## src/rtl/calc_pkg.sv

```systemverilog
// Shared definitions for the calculator datapath: multiplier FSM states and sizes.
package calc_pkg;

  localparam int MUL_W     = 8;
  localparam int MUL_STEPS = 8;

  typedef enum logic [1:0] {
    IDLE = 2'd0,
    RUN  = 2'd1,
    DONE = 2'd2
  } mul_state_t;

endpackage

```

## src/rtl/add8_unit.sv

```systemverilog
// Purely combinational ripple adder with carry-out, shared by every shift-and-add step.
module add8_unit
  import calc_pkg::*;
#(
  parameter int WIDTH = MUL_W
) (
  input  logic [WIDTH-1:0] a,
  input  logic [WIDTH-1:0] b,
  output logic [WIDTH-1:0] sum,
  output logic             cout
);

  assign {cout, sum} = {1'b0, a} + {1'b0, b};

endmodule

```

## src/rtl/mul_seq_ctrl.sv

```systemverilog
// Sequential shift-and-add unsigned multiplier, one multiplier bit per RUN cycle.
// Optional MUL_ZERO_BYPASS_EN: a zero operand skips RUN and goes straight to DONE.
module mul_seq_ctrl
  import calc_pkg::*;
#(
  parameter int WIDTH = MUL_W
) (
  input  logic               clk,
  input  logic               rst_n,
  input  logic               start,
  input  logic [WIDTH-1:0]   a,
  input  logic [WIDTH-1:0]   b,
  output logic               ready,
  output logic               busy,
  output logic               done,
  output logic [2*WIDTH-1:0] product,
  output logic               ovf
);

  localparam int CNT_W = $clog2(MUL_STEPS);
  localparam logic [CNT_W-1:0] LAST_STEP = CNT_W'(MUL_STEPS - 1);

  mul_state_t state_reg, state_next;

  logic [WIDTH-1:0]   acc_reg, mplier_reg, mcand_reg;
  logic [CNT_W-1:0]   count_reg;
  logic [WIDTH-1:0]   addend, sum;
  logic               carry;
  logic [2*WIDTH-1:0] shift_next;
  logic               bypass;

`ifdef MUL_ZERO_BYPASS_EN
  assign bypass = (a == '0) || (b == '0);
`else
  assign bypass = 1'b0;
`endif

  assign addend = mplier_reg[0] ? mcand_reg : '0;

  add8_unit #(.WIDTH(WIDTH)) u_add (
    .a    (acc_reg),
    .b    (addend),
    .sum  (sum),
    .cout (carry)
  );

  // The adder carry becomes the new acc MSB, so nothing is lost on 0xFF*0xFF.
  assign shift_next = {carry, sum, mplier_reg[WIDTH-1:1]};

  always_ff @(posedge clk or negedge rst_n) begin
    if (!rst_n) state_reg <= IDLE;
    else        state_reg <= state_next;
  end

  always_comb begin
    state_next = state_reg;
    case (state_reg)
      IDLE:    if (start) state_next = bypass ? DONE : RUN;
      RUN:     if (count_reg == LAST_STEP) state_next = DONE;
      DONE:    state_next = IDLE;
      default: state_next = IDLE;
    endcase
  end

  assign ready = (state_reg == IDLE);
  assign busy  = (state_reg == RUN);
  assign done  = (state_reg == DONE);

  always_ff @(posedge clk or negedge rst_n) begin
    if (!rst_n) begin
      acc_reg    <= '0;
      mplier_reg <= '0;
      mcand_reg  <= '0;
      count_reg  <= '0;
      product    <= '0;
      ovf        <= 1'b0;
    end else begin
      case (state_reg)
        IDLE: begin
          if (start) begin
            mcand_reg  <= a;
            mplier_reg <= b;
            acc_reg    <= '0;
            count_reg  <= '0;
            if (bypass) begin
              product <= '0;
              ovf     <= 1'b0;
            end
          end
        end
        RUN: begin
          acc_reg    <= shift_next[2*WIDTH-1:WIDTH];
          mplier_reg <= shift_next[WIDTH-1:0];
          count_reg  <= count_reg + CNT_W'(1);
          // Product and ovf only ever change together, on the edge into DONE.
          if (count_reg == LAST_STEP) begin
            product <= shift_next;
            ovf     <= |shift_next[2*WIDTH-1:WIDTH];
          end
        end
        default: ;
      endcase
    end
  end

endmodule

```

## config.mk

```make
export PLATFORM = sky130hd
export DESIGN_NAME = mul_seq_ctrl
export DESIGN_NICKNAME = d
export VERILOG_FILES = /design/src/rtl/calc_pkg.sv /design/src/rtl/add8_unit.sv /design/src/rtl/mul_seq_ctrl.sv
export SDC_FILE = /design/constraint.sdc
export NUM_CORES = 1
export LEC_CHECK = 0
export ABC_AREA = 0
export CAP_MARGIN = 10
export CORE_ASPECT_RATIO = 0.6
export CORE_MARGIN = 3
export CORE_UTILIZATION = 45
export CTS_CLUSTER_DIAMETER = 60
export DETAILED_ROUTE_END_ITERATION = 10
export GPL_TIMING_DRIVEN = 0
export PLACE_DENSITY = 0.7
export SYNTH_ARGS = -nofsm -noshare
export SYNTH_HDL_FRONTEND = slang
export SYNTH_SLANG_ARGS = --single-unit
export TNS_END_PERCENT = 5
```

## constraint.sdc

```tcl
create_clock -name clk -period 2.9 [get_ports clk]
set_input_delay 0.435 -clock clk [delete_from_list [all_inputs] [get_ports clk]]
set_output_delay 0.435 -clock clk [all_outputs]
set_load 0.1 [all_outputs]
```

## Word level (Yosys, flattened, before mapping)

Cells that the tools add are included.

| word-level totals | value |
|---|---|
| word-level logic and storage cells | 31 |
| register bits after elaboration | 46 |
| memories | 0 |
| bits in read-only memories | 0 |
| memory bits (writable) | 0 |
| latch bits | 0 |

| operators by class | value |
|---|---|
| multiply operators | 0 |
| equal/unequal tests | 5 |
| $add $sub $neg | 2 |
| order comparisons | 0 |
| shift-type cells | 0 |
| mux-type cells | 10 |
| bitwise operators | 0 |
| divide/modulo/power cells | 0 |
| reduce and logical (&&, ||, !) cells | 7 |

Operator list:

| cell | count |
|---|---|
| $pmux 8 s2 | 2 |
| $mux 8 | 3 |
| $add 8x8->9 | 1 |
| $reduce_and 2->1 | 4 |
| $reduce_or 8->1 | 1 |
| $pmux 3 s2 | 1 |
| $mux 2 | 2 |
| $pmux 2 s2 | 1 |
| $add 3x1->3 const B | 1 |
| $eq 3x3->1 const B | 1 |
| $mux 3 | 1 |
| $eq 2x1->1 const B | 1 |
| $eq 2x2->1 const B | 1 |
| $logic_not 2->1 | 1 |
| $ne 2x1->1 const B | 1 |
| $ne 2x2->1 const B | 1 |
| $reduce_bool 2->1 | 1 |

## Longest topological paths before layout

| depth | value |
|---|---|
| word-level depth | 3 |
| mapped depth | 8 |

## By module

From an unflattened synthesis, not the netlist that was laid out.

| unflattened totals | value |
|---|---|
| cell total of the unflattened synthesis | 207 |
| area, all modules | 2,301.0 um2 |

By module, submodules not included:

| module | area each (um2) | cells each | instances | sequential area each (um2) |
|---|---|---|---|---|
| mul_seq_ctrl | 1,976.9 | 165 | 1 | 1,151.1 |
| add8_unit | 324.1 | 42 | 1 | 0.0 |

## Worst setup path before layout

No wires, ideal clock.

| timing path | value |
|---|---|
| path kind | flip-flop to flip-flop |
| start | register state_reg[0] |
| end | register count_reg[1] |
| setup slack | 0.253 ns |
| clock period less this slack | 2.647 ns |
| cell stages (with the launch flop) | 6 |
| data arrival time | 2.518 ns |
| setup time | 0.129 ns |
| path through | dfrtp_1 nor2_1 and2_1 clkbuf_1 buf_2 o21ai_0 |

| on the way | value |
|---|---|
| cells in the longest elaborated chain, start to end | 3 |
| elaborated cells on any way between the ends | 6 |

RTL lines:

| what | line | RTL |
|---|---|---|
| from (decl) | mul_seq_ctrl.sv:23 | `mul_state_t state_reg, state_next;` |
| from (signal assigned) | mul_seq_ctrl.sv:52 | `else state_reg <= state_next;` |
| $logic_not 2->1 (*) | -- |  |
| via ready | mul_seq_ctrl.sv:13 | `output logic ready,` |
| $ne 2x2->1 (no line) / $reduce_bool 2->1 (equally long branches) | -- |  |
| $reduce_and 2->1 (no line) | -- |  |
| to (signal assigned) | mul_seq_ctrl.sv:94 | `count_reg <= count_reg + CNT_W'(1);` |
| to (decl) | mul_seq_ctrl.sv:26 | `logic [CNT_W-1:0] count_reg;` |

Mark *: on every way through the listed nets, which the timed path passes. The rest lies on a longest branch.
A chain may end at the register's enable or synchronous reset.

## Worst setup path after layout

| timing path | value |
|---|---|
| start | register state_reg[0] |
| end | output ready |

| on the way | value |
|---|---|
| cells in the longest elaborated chain, start to end | 1 |

RTL lines:

| what | line | RTL |
|---|---|---|
| $logic_not 2->1 | mul_seq_ctrl.sv:65 | `assign ready = (state_reg == IDLE);` |
| to (decl) | mul_seq_ctrl.sv:13 |  |

No other way between the ends.

==> key figures <==
Synthesis
  • Syn Area/Cell: 10.0 µm²
  • Mapped Area: 0.00218 mm²
  • Synth area leaders: dfrtp_1, nand2_1, ha_1
  • Cell variety after synth: 32
  • Seq/Total Area, Yosys: 52.7%
  • Yosys reg bits: 46
  • Leading area contributor after synthesis: dfrtp_1
  • Synth async-reset ratio: 100%
  • Synthesized Nets: 248
  • YS warnings: 0
  • Number of synthesized flops with an enable pin: 0
  • Top-area cell type share of the netlist area: 52.7%
  • Predominant post-synthesis flop cell: dfrtp_1
  • Post-Synthesis Cells: 218

Floorplanning
  • Die H: 60.0 µm
  • Core outline area: 0.00439 mm²
  • Initial Utilization: 49.7%
  • Die Wd: 96.0 µm
  • Io pins: 39
  • DIE AREA: 0.00575 mm²
  • Row cnt: 18

Clock tree
  • Cts repair resizes: 0
  • Max Buffers Root-to-Sink: 2
  • CTS Buf Count: 5
  • Worst-Skew Late Latency: 0.29 ns
  • CTS clk-pin slew, worst paths: 0.08 ns
  • Post-CTS Setup Bufs: 0
  • CTS tree: built
  • Htree depth: 2
  • Cts hold-fix bufs: 0
  • Root buffer cell: clkbuf_8
  • CTS sink cnt: 46

Timing
  • Relative slew margins: 34.4%
  • Fin Setup TNS: 0 ns
  • Final Skew: 0.00534 ns
  • Fin. max-slew vios: 0
  • Fin. Hold Viols: 0
  • Crit path time final: 2.47 ns
  • RSZ-0062 raised after global routing: false
  • Max frequency: 406 MHz
  • Worst Tran Pin Value: 0.981 ns
  • Final period utilization: 85.0%
  • Final setup vio count: 0

Route
  • Vias per cell: 5.12
  • Vias: 1663
  • Routed len/inst: 13.5 µm
  • DR DRC count: 0
  • First drt pass iteration count: 4
  • Post-route ant nets: 0
  • Final WL: 4390 µm
  • Starting DRT DRC Count: 80

Hold path
  • Hold crit path type: input pin to asynchronous set/reset pin

Worst setup path
  • Crit-path max FO: 3
  • Delay of the slowest cell on the worst path: 1.16 ns
  • CP endpoint kind: output port
  • CP startpoint kind: register
  • Critical path arrival: 2.03 ns
  • CP max stage cell: clkdlybuf4s50_1
  • Crit path kind: register to output port
  • R2R Setup Slk: 0.49 ns
  • Required time worst endpoint: 2.47 ns
  • Critical-path cell list: nor2_1 > clkdlybuf4s50_1

Placement
  • Final RePlAce weighted congestion: 0.862
  • Input/output buffers: 38
  • DP Wirelength: 3420 µm

Finish
  • Multi-input logic area: 981 µm²
  • Biggest register: product
  • FF/Latch Area: 0.00115 mm²
  • Max FFs per register: 16
  • Layout fillers: 379
  • Post-layout net count: 294
  • Area Growth Syn to Fin: 25.8%
  • Fraction of layout cells with a size suffix above 1: 10.2%
  • Most common cell after layout, fill and taps aside: nand2_1
  • N_diodes: 0
  • Commonest non-fill, non-tap cells in the layout: nand2_1, dfrtp_1, clkdlybuf4s50_1

Job
  • Total of max-cap violations: 0

GRT
  • Maximum number of pins on one net before global-route repair: 33
  • Vias in the first global route: 1560
  • First-pass GRT wire length: 7480 µm
  • Initial antenna violation count: 0
  • Grt total ovfl: 0
  • GRT Overall Usage: 17.3%

Status
  • Status: complete, no violations
## cells by family (layout without fill, tap and decap cells)
kind of cell,after synthesis,in the layout,synth area share [%]
AOI/OAI and AO/OA,42,42,12.8
DFF,46,46,52.7
adders and majority gates,11,11,6.64
buffers and inverters,13,60,2.41
xor gates and xnor gates,7,7,2.81
muxes,9,9,4.64
and+or+nand+nor,90,90,18.0
## cells in the mapped netlist (all sizes together), types with 4 or more instances
master,n
mux2,9
a21o,4
and2,9
nor2,11
a21oi,4
o21ai,19
clkbuf,7
a31oi,9
nand2,55
ha,10
xnor2,4
nand3,8
dfrtp,46
## per-layer routing
layer | GRT usage [%] | wire length [µm] | up-vias
met5 | 0 | 0 | -
met4 | 4.25 | 34 | 0
met3 | 3.77 | 245 | 5
met2 | 24.1 | 1710 | 43
met1 | 27.0 | 2400 | 787
li1 | - | - | 828
## worst max-delay path, delay by kind of cell, from the launching register on
| family | cells | cell delay (ns) |
|---|---|---|
| buffers and inverters | 1 | 1.16 |
| DFF | 1 | 0.40 |
| and+or+nand+nor | 1 | 0.17 |
## final cells by class
type	count	area share [%]
plain buffers	10	1.50
clock buffers	7	3.14
clock inverters	1	0.182
inverters	3	0.410
multi-input cells	159	35.7
flip-flops and latches	46	41.9
well taps	60	2.73
repair buffers	39	14.5
## worst paths after layout
check                               from      endpoint  depth (start not counted)
setup / recovery            state_reg[0]         ready                          2
hold reg to reg             mcand_reg[7]  mcand_reg[7]                          2
max in group asynchronous          rst_n    acc_reg[5]                          2
min in group clk            mcand_reg[7]  mcand_reg[7]                          2
hold / removal                     rst_n    product[5]                          1
setup reg to reg           mplier_reg[0]           ovf                          8
## per-stage QoR
stage / cell area [µm²] / hold WS (ns) / utilization (%) / cells / setup slack, ns
4_1_cts: 2750 / 0.0326 / 62.5 / 325 / 0.0668
5_1_grt: 2750 / 0.0470 / 62.6 / 325 / 0.357
3_5_place_dp: 2660 / 0.358 / 60.5 / 317 / 0.421
6_report: 2750 / 0.0296 / 62.6 / 325 / 0.435
2_1_floorplan: 2180 / 0.139 / - / 218 / 0.253
3_3_place_gp: 2640 / 0.453 / 60.1 / 316 / 0.109
Power is not shown: default switching activity piles up to over one toggle a cycle in this logic, so the estimate is an artifact.
